==> src/rtl/dlatch_write_ctrl_pkg.sv <==
// Shared types and default timing for the D-latch bank write controller.
package dlatch_write_ctrl_pkg;

  localparam int DEF_WIDTH     = 8;
  localparam int DEF_SETUP_CYC = 1;
  localparam int DEF_PULSE_CYC = 2;
  localparam int DEF_HOLD_CYC  = 1;
  localparam int DEF_CNT_W     = 8;

  // The encoding is fixed so that state values read the same in every tool.
  typedef enum logic [1:0] {
    ST_IDLE  = 2'd0,
    ST_SETUP = 2'd1,
    ST_OPEN  = 2'd2,
    ST_HOLD  = 2'd3
  } state_e;

endpackage

==> src/rtl/dlatch_write_ctrl_cyc_down_counter.sv <==
// Loadable down-counter with a zero flag. It times the SETUP, OPEN and HOLD
// phases of a latch write.
module dlatch_write_ctrl_cyc_down_counter
  import dlatch_write_ctrl_pkg::*;
#(
  parameter int CNT_W = DEF_CNT_W
) (
  input  logic             clk,
  input  logic             rst,
  input  logic             load,
  input  logic [CNT_W-1:0] load_val,
  input  logic             dec,
  output logic             zero
);

  logic [CNT_W-1:0] cnt_q;
  logic [CNT_W-1:0] cnt_d;

  // Load takes priority over decrement. The count saturates at zero.
  always_comb begin
    cnt_d = cnt_q;
    if (load) begin
      cnt_d = load_val;
    end else if (dec && (cnt_q != '0)) begin
      cnt_d = cnt_q - CNT_W'(1);
    end
  end

  // Count register with synchronous reset.
  always_ff @(posedge clk) begin
    if (rst) begin
      cnt_q <= '0;
    end else begin
      cnt_q <= cnt_d;
    end
  end

  assign zero = (cnt_q == '0);

endmodule

==> src/rtl/dlatch_write_ctrl.sv <==
// Write sequencer for the level-sensitive D-latch bank. It captures a word
// over valid/ready and drives it onto lat_d. It then opens lat_en for a
// fixed window, with setup and hold margins timed from clk.
//
// state   | meaning
// --------+-----------------------------------------------------------
// IDLE    | waiting for a word; in_ready high; lat_d keeps last value
// SETUP   | lat_d driven and stable, lat_en still low
// OPEN    | lat_en high, so the latch is transparent
// HOLD    | lat_en low again; lat_d held for the latch hold margin
module dlatch_write_ctrl
  import dlatch_write_ctrl_pkg::*;
#(
  parameter int WIDTH     = DEF_WIDTH,
  parameter int SETUP_CYC = DEF_SETUP_CYC,
  parameter int PULSE_CYC = DEF_PULSE_CYC,
  parameter int HOLD_CYC  = DEF_HOLD_CYC,
  parameter int CNT_W     = DEF_CNT_W
) (
  input  logic             clk,
  input  logic             rst,
  input  logic             in_valid,
  input  logic [WIDTH-1:0] in_data,
  output logic             in_ready,
  output logic [WIDTH-1:0] lat_d,
  output logic             lat_en,
  output logic             busy,
  output logic             done,
  output logic [WIDTH-1:0] shadow_q
);

  // Each phase loads the counter with its length minus one, so the phase
  // lasts exactly *_CYC cycles including the cycle in which it was entered.
  localparam logic [CNT_W-1:0] SETUP_LD = CNT_W'(SETUP_CYC - 1);
  localparam logic [CNT_W-1:0] PULSE_LD = CNT_W'(PULSE_CYC - 1);
  localparam logic [CNT_W-1:0] HOLD_LD  = (HOLD_CYC > 0) ? CNT_W'(HOLD_CYC - 1) : '0;

  state_e           state_q, state_d;
  logic [WIDTH-1:0] lat_d_q, lat_d_d;
  logic             lat_en_q, lat_en_d;
  logic             done_q, done_d;
  logic [WIDTH-1:0] shadow_d;

  logic             cnt_load;
  logic [CNT_W-1:0] cnt_load_val;
  logic             cnt_dec;
  logic             cnt_zero;

  dlatch_write_ctrl_cyc_down_counter #(
    .CNT_W (CNT_W)
  ) u_cnt (
    .clk      (clk),
    .rst      (rst),
    .load     (cnt_load),
    .load_val (cnt_load_val),
    .dec      (cnt_dec),
    .zero     (cnt_zero)
  );

  // Next-state and next-output logic. lat_d changes only on an accept in IDLE.
  always_comb begin
    state_d      = state_q;
    lat_d_d      = lat_d_q;
    lat_en_d     = lat_en_q;
    done_d       = 1'b0;
    shadow_d     = shadow_q;
    cnt_load     = 1'b0;
    cnt_load_val = '0;
    cnt_dec      = 1'b0;
    unique case (state_q)
      ST_IDLE: begin
        if (in_valid) begin
          lat_d_d      = in_data;
          cnt_load     = 1'b1;
          cnt_load_val = SETUP_LD;
          state_d      = ST_SETUP;
        end
      end
      ST_SETUP: begin
        if (cnt_zero) begin
          lat_en_d     = 1'b1;
          cnt_load     = 1'b1;
          cnt_load_val = PULSE_LD;
          state_d      = ST_OPEN;
        end else begin
          cnt_dec = 1'b1;
        end
      end
      ST_OPEN: begin
        if (cnt_zero) begin
          lat_en_d = 1'b0;
          // The latch holds whatever was on d when the enable closes.
          shadow_d = lat_d_q;
          if (HOLD_CYC == 0) begin
            done_d  = 1'b1;
            state_d = ST_IDLE;
          end else begin
            cnt_load     = 1'b1;
            cnt_load_val = HOLD_LD;
            state_d      = ST_HOLD;
          end
        end else begin
          cnt_dec = 1'b1;
        end
      end
      ST_HOLD: begin
        if (cnt_zero) begin
          done_d  = 1'b1;
          state_d = ST_IDLE;
        end else begin
          cnt_dec = 1'b1;
        end
      end
    endcase
  end

  // State and registered outputs. Reset closes the latch at once and drops any done pulse.
  always_ff @(posedge clk) begin
    if (rst) begin
      state_q  <= ST_IDLE;
      lat_d_q  <= '0;
      lat_en_q <= 1'b0;
      done_q   <= 1'b0;
      shadow_q <= '0;
    end else begin
      state_q  <= state_d;
      lat_d_q  <= lat_d_d;
      lat_en_q <= lat_en_d;
      done_q   <= done_d;
      shadow_q <= shadow_d;
    end
  end

  assign in_ready = (state_q == ST_IDLE);
  assign busy     = ~in_ready;
  assign lat_d    = lat_d_q;
  assign lat_en   = lat_en_q;
  assign done     = done_q;

endmodule

==> config.mk <==
export PLATFORM = sky130hd
export DESIGN_NAME = dlatch_write_ctrl
export DESIGN_NICKNAME = d
export VERILOG_FILES = /design/src/rtl/dlatch_write_ctrl_pkg.sv /design/src/rtl/dlatch_write_ctrl_cyc_down_counter.sv /design/src/rtl/dlatch_write_ctrl.sv
export SDC_FILE = /design/constraint.sdc
export NUM_CORES = 1
export LEC_CHECK = 0
export BUFFER_PORTS_ARGS = -buffer_cell sky130_fd_sc_hd__buf_2
export CAP_MARGIN = 40
export CORE_MARGIN = 2
export CORE_UTILIZATION = 55
export DETAILED_ROUTE_END_ITERATION = 10
export PLACE_DENSITY_LB_ADDON = 0.1
export SLEW_MARGIN = 0
export SYNTH_ARGS = -nofsm -noshare
export SYNTH_HDL_FRONTEND = slang
export SYNTH_HIERARCHICAL = 1
export SYNTH_SLANG_ARGS = --single-unit
export TNS_END_PERCENT = 10
==> constraint.sdc <==
create_clock -name clk -period 8.1 [get_ports clk]
set_input_delay 0.81 -clock clk [delete_from_list [all_inputs] [get_ports clk]]
set_output_delay 0.81 -clock clk [all_outputs]
set_load 0.03 [all_outputs]
==> impl_results.md, run 1 <==
- Status: complete, no violations
- DIE HEIGHT: 54.6 um
- Clock transition at the registers of the reported paths: roughly 0.15 ns
- Register share of total power: between 30% and 40%
- Total power: 0.000628 W
- Mapped Cells: 162
- Xor and xnor area share after synthesis: 1.87%
- Cell Area, Synth: 1410 um^2
- Most frequent cells after synthesis: 28 x dfxtp_1, 23 x a21oi_1, 21 x nand2_1
- Sw Pwr: 0.000275 W
- Worst slew margin: around 53%
- Count of cell types in the netlist: 41
- Total track usage: 21.4%
- Internal: 0.000353 W
- Hold Buf Count CTS: 0
- Gr ovfl total: 0
- WS Path Type: reg -> reg
- Sw Ratio: 43.8%
- CTS tree: built
- Initial DRC count: 37
- Pwr dens: 387 nW/um^2
- Dpl cell area: roughly 1600 um^2
- Post-CTS Resized: 0
- Vias: approximately 1.2k
- CP arrival: 3.08 ns
- Worst EP required: 8.30 ns
- Routed len/inst: roughly 13 um
- Final hold slack: 0.472 ns
- Design area: 1620 um^2
- Area leader, netlist: dfxtp_1
- Post-synth ARST share: 0%
- Sequential area share after synthesis: roughly two fifths
- Register bit total from synthesis: 28
- Multiplexer share of the synthesized area: between 2 and 2.5%
- Clock latency on the worst-skew pair: ~0.31 ns
- DR vias/cell: 5.49
- Primary FF master, synth: dfxtp_1
- Diodes inserted: 0
- Core Area: between 2000 and 2500 um^2
- Clock Skew: 0.00188 ns
- Starting density of the core: about 57%
- Yosys top cell area share: 39.8%
- Core Rows: 18
- Yosys warns: 6
- CTS buffer count: 3
- Clock buffer depth: 2
- Comb pwr share: between 50% and 60%
- Most instantiated library cell after synthesis: dfxtp_1
- I/O pin cnt: 31
- Worst min path class: reg -> reg
- Largest family of logic cells by synthesized area: simple AND/OR/NAND/NOR gates
- Layout Area Growth over Synthesis: 15.3%
- Critical path launch point type: flop
- Seq. cell area: 561 um^2
- Adder-Cell Fraction of Synth Area: 7.10%
- Routed WL: 2.93 mm
- H-tree Lvls: 1
- Drt first pass iters: 4
- CP max FO: 15
- Initial antenna violation count: 0
- # Post-CTS Setup Buffers: 0
- Avg Inst Size Synth: 8.70 um^2
- Tcrit/Tclk final: 35.5%
- Max-Cap Viols: 0
- Die ar.: 2980 um^2
- Layout cells sized above 1: 24.6%
- Max-slew violation count: 0
- Final setup vio count: 0
- Max VDD drop: about 0.27 mV
- Nets@finish: around 220
- Synth Area in Simple Gates: between 20% and 30%
- First-pass GRT wire length: 4.75 mm
- Reg2reg setup slack: 5.23 ns
- Final Critical Period: between 2 and 3 ns
- Complex-gate fraction of the synthesized area: around 18%
- Post-synth EDFFs: 0
- Post-route ant nets: 0
- Area of the multi-input gates: 782 um^2
- LEAKAGE: roughly 0.7 nW
- RSZ-0062 raised after global routing: no
- Setup_tns: 0 ns
- Drt drc: 0
- Placed wire-length estimate: 2.21 mm
- Fmax: ~350 MHz
- Die Wd: 54.6 um
- Setup crit end kind: flop
- Final Hold Viols: 0
- Clk sinks: 28
- Slew @ Worst Pin: 0.707 ns
- RD Place Congestion: 0.745
- Fillers: around 230
- Largest net degree at the start of global routing: 33
- Top post-synthesis cells by area: dfxtp_1 40%, a21oi_1 8.2%, ha_1 7.1%
- Vias in the first global route: 1127
- Clock root buffer: clkbuf_4
- Power share of the clock group: 14.4%
- Port Buf Inserts: 30
[critical path, stage by stage (launching register included)]
cell and delay [ns]:
dfxtp_1 0.38, or4_4 0.59, nor4_2 0.14, buf_4 0.23, nand2_1 0.08, a21oi_1 0.58
clkinv_1 0.43, nand4b_1 0.21, o211ai_1 0.10
[cell type report]
| class | instances | share of cell area (%) |
|---|---|---|
| multi-input cells | 123 | 48.2 |
| clock inverters | 1 | 1.85 |
| flip-flops and latches | 28 | 34.5 |
| well taps | 30 | 2.31 |
| repair buffers | 31 | 9.71 |
| inverters | 9 | 2.08 |
| clock buffers | 3 | 1.39 |
[metal layers]
| layer | vias to the layer above | track usage [%] | wire length, um |
|---|---|---|---|
| li1 | 621 | - | - |
| met4 | 0 | 2.50 | 15 |
| met3 | 2 | 3.28 | 116 |
| met1 | 581 | 26.3 | 1320 |
| met2 | 32 | 39.7 | 1480 |
| met5 | - | 0 | 0 |
[worst paths after layout]
kind                   from             end  cells past startpoint
max          u_cnt/cnt_q[2]  u_cnt/cnt_q[1]                      8
min             shadow_q[7]     shadow_q[7]                      2
max reg2reg  u_cnt/cnt_q[2]  u_cnt/cnt_q[1]                      8
min reg2reg     shadow_q[7]     shadow_q[7]                      2
[registers in the layout, indices dropped and copies added (netlist names)]
name and cells:
lat_en 1, lat_d 8, shadow_q 8, state_q 2, u_cnt/cnt_q 8, done 1
[per-stage QoR]
step	cells	worst slack [ns]	util (%)
2_1_floorplan	168	5.29	-
3_3_place_gp	221	5.39	64.0
3_5_place_dp	221	5.27	64.0
4_1_cts	225	5.25	66.2
5_1_grt	225	4.91	66.2
6_report	225	5.23	66.2
[power by group through the flow]
stage                     Clock [W]  Combinational, W  Sequential (W)
after floorplan                   0          0.000261        0.000212
after global placement            0          0.000322        0.000203
after detailed placement          0          0.000333        0.000206
after CTS                 0.0000917          0.000333        0.000203
after global routing      0.0000983          0.000375        0.000207
final                     0.0000902          0.000335        0.000203
[cells in the final DEF, fill, tap and decap left out, types with 2 or more instances in the layout]
cell / synthesis / layout
a21oi_1: 23 / 23
a311oi_1: 2 / 2
buf_2: 2 / 30
clkbuf_4: 0 / 3
conb_1: 1 / 7
dfxtp_1: 28 / 28
ha_1: 8 / 8
inv_1: 8 / 8
mux2i_1: 3 / 3
nand2_1: 21 / 21
nand3_1: 16 / 16
nor2_1: 8 / 8
nor3b_1: 3 / 3
o21a_1: 2 / 2
o21ai_0: 3 / 3
or2b_1: 2 / 2
or3_2: 2 / 2
or4_1: 2 / 2
or4_2: 2 / 2
xnor2_1: 3 / 3
[kinds of logic (layout without fill, tap and decap cells)]
group,after synthesis,in the layout
and+or+nand+nor,65,65
AOI/OAI and AO/OA,37,37
DFF,28,28
buffers and inverters,17,44
adders and majority gates,8,8
xor gates and xnor gates,3,3
muxes,3,3
other,1,7
No activity file was read; power rests on OpenSTA's default activity.
==> run 2, diff against run 1 <==
--- a/config.mk
+++ b/config.mk
@@ -8,7 +8,7 @@
 export BUFFER_PORTS_ARGS = -buffer_cell sky130_fd_sc_hd__buf_2
 export CAP_MARGIN = 40
 export CORE_MARGIN = 2
-export CORE_UTILIZATION = 55
+export CORE_UTILIZATION = 53
 export DETAILED_ROUTE_END_ITERATION = 10
 export PLACE_DENSITY_LB_ADDON = 0.1
 export SLEW_MARGIN = 0
==> constraint.sdc (replaced) <==
create_clock -name clk -period 2.7 [get_ports clk]
set_input_delay 0.27 -clock clk [delete_from_list [all_inputs] [get_ports clk]]
set_output_delay 0.27 -clock clk [all_outputs]
set_load 0.03 [all_outputs]
==> run 2 against run 1 <==
Against the previous run: combinational power increased to 3.1 times the previous value; utilization decreased by 0.29 points; clock power increased to 3.0 times the previous value; sequential share of layout area decreased by 0.47 points; critical endpoint unchanged.
==> impl_results.md, run 2 (synthesis gave the netlist of run 1 again) <==
- Final Critical Period: 2.40 ns (-0.473 ns)
- Routed len/inst: 12.4 um (-4.9%)
- Hold path endpoint: lat_d[3]
- Final setup vio count: 0 (unchanged)
- Power share of the clock group: 14.1% (-0.3 points)
- Largest net degree at the start of global routing: 33 (unchanged)
- Hold path depth: 3 (+1)
- Hold Buf Count CTS: 0 (unchanged)
- Worst Reg2Reg Path Length in Cells: 8 (unchanged)
- Cell family with most CP delay: simple AND/OR/NAND/NOR gates
- Tcrit/Tclk final: 88.9% (+53 points)
- Commonest non-fill, non-tap cells in the layout: 30 x buf_2, 28 x dfxtp_1, 23 x a21oi_1, 21 x nand2_1, 16 x nand3_1
- Leading cell type in the layout, fill and taps excluded: buf_2
- Layout Area Growth over Synthesis: 16.9%
- Sw Ratio: 43.1% (-0.77 points)
- Drt first pass iters: 4 (unchanged)
- # Post-CTS Setup Buffers: 0 (unchanged)
- Max VDD drop: 0.795 mV (+190%)
- DR vias/cell: 5.29 (-3.6%)
- Bufs and invs on worst path: 2 (unchanged)
- Pwr dens: 1170 nW/um^2 (+200%)
- Reg2reg setup slack: 0.30 ns (-4.93 ns)
- Clock root buffer: clkbuf_4
- Hold path startpoint: in_data[3]
- CTS buffer count: 3 (unchanged)
- R2r startpoint: u_cnt/cnt_q[2]
- Critical Path Slowest Stage Cell: or4_4
- Die ar.: 3090 um^2 (+3.5%)
- Post-route ant nets: 0 (unchanged)
- Vias in the first global route: 1047 (-7.1%)
- Fmax: 416 MHz (+20%)
- Area of the multi-input gates: 782 um^2 (unchanged)
- Routed WL: 2.82 mm (-3.7%)
- Gr ovfl total: 0 (unchanged)
- Layout cells sized above 1: 25.8% (+1.1 points)
- Setup_tns: 0 ns (unchanged)
- Comb pwr share: 54.5% (+1.2 points)
- RD Place Congestion: 0.761 (+2.0%)
- Clock latency on the worst-skew pair: 0.32 ns (about the same)
- Dpl cell area: 1590 um^2 (+1.4%)
- Worst slew margin: 63.2% (+10 points)
- Setup crit end kind: flop
- Nets@finish: 218 (+1.4%)
- Initial antenna violation count: 0 (unchanged)
- LEAKAGE: 0.702 nW (+2.2%)
- Slew @ Worst Pin: 0.552 ns (-0.155 ns)
- First-pass GRT wire length: 4.61 mm (-3.1%)
- Die Wd: 55.6 um (+1.7%)
- Post-CTS Resized: 0 (unchanged)
- Clk sinks: 28 (unchanged)
- Sw Pwr: 0.000832 W (+200%)
- Diodes inserted: 0 (unchanged)
- Internal: 0.00110 W (+210%)
- Total track usage: 18.2% (-3.2 points)
- Core Area: 2500 um^2 (+1.8%)
- RSZ-0062 raised after global routing: no
- CP arrival: 2.61 ns (-0.47 ns)
- WS Path Type: reg -> reg
- Worst min path class: in -> reg
- Clock buffer depth: 2 (unchanged)
- Starting density of the core: 56.4% (-1.0 points)
- Port Buf Inserts: 30 (unchanged)
- Critical path launch point type: flop
- CTS tree: built
- Max-slew violation count: 0 (unchanged)
- Register share of total power: 31.4% (-0.9 points)
- Worst-path cell chain: or4_4 > nor4_2 > nand2_1 > a21oi_1 > buf_4 > clkinv_1 > nand4b_1 > o211ai_1
- Seq. cell area: 561 um^2 (unchanged)
- Clock Skew: 0.00453 ns (+0.00265 ns)
- H-tree Lvls: 1 (unchanged)
- Status: complete, no violations
- Max-Cap Viols: 0 (unchanged)
- Drt drc: 0 (unchanged)
- Clock transition at the registers of the reported paths: 0.15 ns (about the same)
- DIE HEIGHT: 55.6 um (+1.7%)
- Placed wire-length estimate: 2.03 mm (-8.1%)
- Worst reg2reg path endpoint: u_cnt/cnt_q[1]
- Core Rows: 18 (unchanged)
- CP max FO: 11 (-4)
- Vias: 1207 (-2.3%)
- Max incr delay on CP: 0.60 ns (about the same)
- Fillers: 219 (-2.7%)
- Design area: 1650 um^2 (+1.4%)
- I/O pin cnt: 31 (unchanged)
- Worst EP required: 2.90 ns (-5.40 ns)
- Initial DRC count: 56 (+51%)
- Final Hold Viols: 0 (unchanged)
==> run 2: worst max-delay path by stage <==
stage,startpoint,end,cells past startpoint
3_5_place_dp,u_cnt/cnt_q[2],u_cnt/cnt_q[1],8
5_1_grt,u_cnt/cnt_q[2],u_cnt/cnt_q[1],8
4_1_cts,u_cnt/cnt_q[2],u_cnt/cnt_q[1],8
6_report,u_cnt/cnt_q[2],u_cnt/cnt_q[1],8
3_3_place_gp,u_cnt/cnt_q[2],u_cnt/cnt_q[1],8
2_1_floorplan,u_cnt/cnt_q[2],u_cnt/cnt_q[1],9
==> run 2: through the flow <==
stage | utilization [%] | setup slack (ns) | hold slack, ns | cells | power, W
4_1_cts | 65.9 | 0.307 | 0.159 | 228 | 0.00194
6_report | 65.9 | 0.299 | 0.170 | 228 | 0.00193
5_1_grt | 65.9 | 0.175 | 0.150 | 228 | 0.00207
3_5_place_dp | 63.8 | 0.351 | 0.446 | 224 | 0.00166
2_1_floorplan | - | 0.126 | 0.415 | 168 | 0.00143
3_3_place_gp | 63.8 | 0.411 | 0.440 | 224 | 0.00164
==> run 2: layer usage <==
metal,track usage [%],vias to the layer above,part of all wire (%)
met5,0,-,0
met4,6.62,0,0.43
met3,2.81,2,3.0
met2,29.9,17,48
met1,24.1,561,48
li1,-,627,-
==> run 2: worst register-to-register path: cells and delay by family, from the launching register on <==
| family | cells | cell delay (ns) |
|---|---|---|
| flops | 1 | 0.40 |
| compound gates | 2 | 0.24 |
| buf+inv | 2 | 0.41 |
| simple gates | 4 | 1.23 |
==> run 2: layout make-up <==
class | count | area share (%)
multi-input cells | 123 | 47.5
flip-flops and latches | 28 | 34.0
well taps | 30 | 2.28
clock inverters | 1 | 1.82
inverters | 9 | 2.05
repair buffers | 34 | 10.9
clock buffers | 3 | 1.37
==> run 2: power by group through the flow <==
stage                     combinational (W)  clock [W]  sequential (W)
after floorplan                    0.000792          0        0.000639
after CTS                           0.00105   0.000282        0.000606
after global placement              0.00103          0        0.000608
after global routing                0.00116   0.000294        0.000620
after detailed placement            0.00105          0        0.000614
final                               0.00105   0.000271        0.000607
==> run 3, diff against run 2 <==
--- a/config.mk
+++ b/config.mk
@@ -8,7 +8,8 @@
 export BUFFER_PORTS_ARGS = -buffer_cell sky130_fd_sc_hd__buf_2
 export CAP_MARGIN = 40
 export CORE_MARGIN = 2
-export CORE_UTILIZATION = 53
+export CORE_UTILIZATION = 55
+export CTS_BUF_LIST = sky130_fd_sc_hd__clkbuf_8
 export DETAILED_ROUTE_END_ITERATION = 10
 export PLACE_DENSITY_LB_ADDON = 0.1
 export SLEW_MARGIN = 0
==> run 3 against run 2 <==
Against the previous run: global-route usage is 4.0 points higher; critical path depth shrank 1; clock power is 4% lower; utilization up 1.3 points; largest power group unchanged; design area up 0.15%; first-iteration DRC count shrank 50%; non-clock buffer count did not move; cell count stayed put; hold slack better by 0.060 ns; critical path type unchanged; count of clock-buffer cells in the layout rose by 1; wire length grew 2.9%; clock skew hardly changed; largest cell class unchanged.
==> impl_results.md, run 3 (synthesis gave the netlist of run 1 again) <==
- Initial antenna violation count: 0 (unchanged)
- Routed WL: 2.90 mm (+2.9%)
- Final Hold Viols: 0 (unchanged)
- Worst slew margin: 64.0% (+0.79 points)
- Slew @ Worst Pin: 0.540 ns (-0.0119 ns)
- DR vias/cell: 5.40 (+2.1%)
- CP arrival: 2.39 ns (-0.22 ns)
- Clock transition at the registers of the reported paths: 0.09 ns (-0.06 ns)
- Hold path startpoint: in_data[2]
- Reg2reg setup slack: 0.45 ns (+0.15 ns)
- Setup_tns: 0 ns (unchanged)
- Layout cells sized above 1: 25.8% (unchanged)
- Hold Buf Count CTS: 0 (unchanged)
- Seq. cell area: 561 um^2 (unchanged)
- Final setup vio count: 0 (unchanged)
- Placed cell count: 224 (unchanged)
- Worst EP required: 2.84 ns (-0.06 ns)
- Drt drc: 0 (unchanged)
- Clk sinks: 28 (unchanged)
- # Post-CTS Setup Buffers: 0 (unchanged)
- Hold path endpoint: lat_d[2]
- Post-CTS Resized: 0 (unchanged)
- CP max FO: 9 (-2)
- First-pass GRT wire length: 4.76 mm (+3.3%)
- Final hold slack: 0.230 ns (+0.0603 ns)
- RD Place Congestion: 0.846 (+11%)
- Port Buf Inserts: 30 (unchanged)
- Layout Cells excl Fill: 228 (unchanged)
- Diodes inserted: 0 (unchanged)
- Worst min path class: in -> reg
- Nets@finish: 218 (unchanged)
- WS Path Type: reg -> reg
- R2r startpoint: u_cnt/cnt_q[2]
- CTS tree: built
- Pwr dens: 1170 nW/um^2 (-0.14%)
- H-tree Lvls: 1 (unchanged)
- Drt first pass iters: 4 (unchanged)
- Max-slew violation count: 0 (unchanged)
- Worst reg2reg path endpoint: u_cnt/cnt_q[1]
- Clock root buffer: clkbuf_8
- I/O pin cnt: 31 (unchanged)
- Max VDD drop: 0.818 mV (+2.8%)
- Layout Area Growth over Synthesis: 17.1%
- Initial DRC count: 28 (-50%)
- LEAKAGE: 0.703 nW (+0.12%)
- Clock buffer depth: 2 (unchanged)
- Largest net degree at the start of global routing: 33 (unchanged)
- Worst Reg2Reg Path Length in Cells: 7 (-1)
- CTS buffer count: 3 (unchanged)
- Critical path launch point type: flop
- Status: complete, no violations
- Max-Cap Viols: 0 (unchanged)
- Clock latency on the worst-skew pair: 0.28 ns (-0.04 ns)
- Worst-path cell chain: or4_4 > nor4_2 > nand2_1 > a21oi_1 > clkinv_1 > nand4b_1 > o211ai_1
- Gr ovfl total: 0 (unchanged)
- Die ar.: 2980 um^2 (-3.4%)
- Post-route ant nets: 0 (unchanged)
- Vias: 1232 (+2.1%)
- Hold path depth: 3 (unchanged)
- Fillers: 220 (+0.46%)
- Total track usage: 22.2% (+4.0 points)
- RSZ-0062 raised after global routing: no
- Critical Path Slowest Stage Cell: or4_4
- Tcrit/Tclk final: 83.3% (-5.7 points)
- Starting density of the core: 57.4% (+1.0 points)
- Commonest non-fill, non-tap cells in the layout: 30 x buf_2, 28 x dfxtp_1, 23 x a21oi_1, 21 x nand2_1, 16 x nand3_1
- DIE HEIGHT: 54.6 um (-1.7%)
- Fmax: 445 MHz (+6.8%)
- Core Area: 2450 um^2 (-1.8%)
- Leading cell type in the layout, fill and taps excluded: buf_2
- Setup crit end kind: flop
- Routed len/inst: 12.7 um (+2.9%)
- Clock Skew: 0.00448 ns (-0.0000514 ns)
- Placed wire-length estimate: 2.16 mm (+6.5%)
- Die Wd: 54.6 um (-1.7%)
- Core Rows: 18 (unchanged)
- Vias in the first global route: 1102 (+5.3%)
- Max incr delay on CP: 0.59 ns (about the same)
- Area of the multi-input gates: 782 um^2 (unchanged)
- Final Critical Period: 2.25 ns (-0.153 ns)
-- run 3: cell count changes in the layout (fill, tap and decap cells not counted) --
| cell | delta |
|---|---|
| clkbuf_4 | -3 |
| bufinv_16 | -1 |
| clkbuf_8 | +4 |
-- run 3: worst max-delay path, delay by kind of cell (launching register included) --
family                 cells  cell delay, ns
and+or+nand+nor            4            1.18
DFF                        1            0.37
AOI/OAI and AO/OA          2            0.30
buffers and inverters      1            0.26
-- run 3: worst max path at each step --
stage          cells after the start  slack (ns)        endpoint            from
2_1_floorplan                      9        0.13  u_cnt/cnt_q[1]  u_cnt/cnt_q[2]
3_3_place_gp                       7        0.54  u_cnt/cnt_q[1]  u_cnt/cnt_q[2]
3_5_place_dp                       6        0.47  u_cnt/cnt_q[5]  u_cnt/cnt_q[2]
4_1_cts                            7        0.44  u_cnt/cnt_q[1]  u_cnt/cnt_q[2]
5_1_grt                            7        0.26  u_cnt/cnt_q[1]  u_cnt/cnt_q[2]
6_report                           7        0.45  u_cnt/cnt_q[1]  u_cnt/cnt_q[2]
-- run 3: final cells by class --
type	instances	share of cell area, %
clock buffers	4	3.34
multi-input cells	123	47.4
inverters	9	2.05
well taps	30	2.28
repair buffers	34	10.9
flip-flops and latches	28	34.0
-- run 3: stage by stage --
stage	setup slack, ns	util, %	area (um^2)	total power, W
2_1_floorplan	0.126	-	1440	0.00143
3_3_place_gp	0.541	64.9	1590	0.00164
3_5_place_dp	0.468	64.9	1590	0.00167
4_1_cts	0.442	67.2	1650	0.00193
5_1_grt	0.263	67.2	1650	0.00208
6_report	0.451	67.2	1650	0.00193
-- run 3: report_power, final --
group          switching [W]  internal [W]  leakage, nW
registers           0.000105      0.000508        0.229
clock network       0.000129      0.000131       0.0288
logic               0.000617      0.000442        0.445
total               0.000850       0.00108        0.703
-- run 3: metal layers --
metal / vias up / share of wire, % / global-route usage [%]
met5: - / 0 / 0
met4: 0 / 1.4 / 8.33
met3: 5 / 3.4 / 3.55
met2: 24 / 46 / 37.3
met1: 574 / 49 / 28.3
li1: 629 / - / -
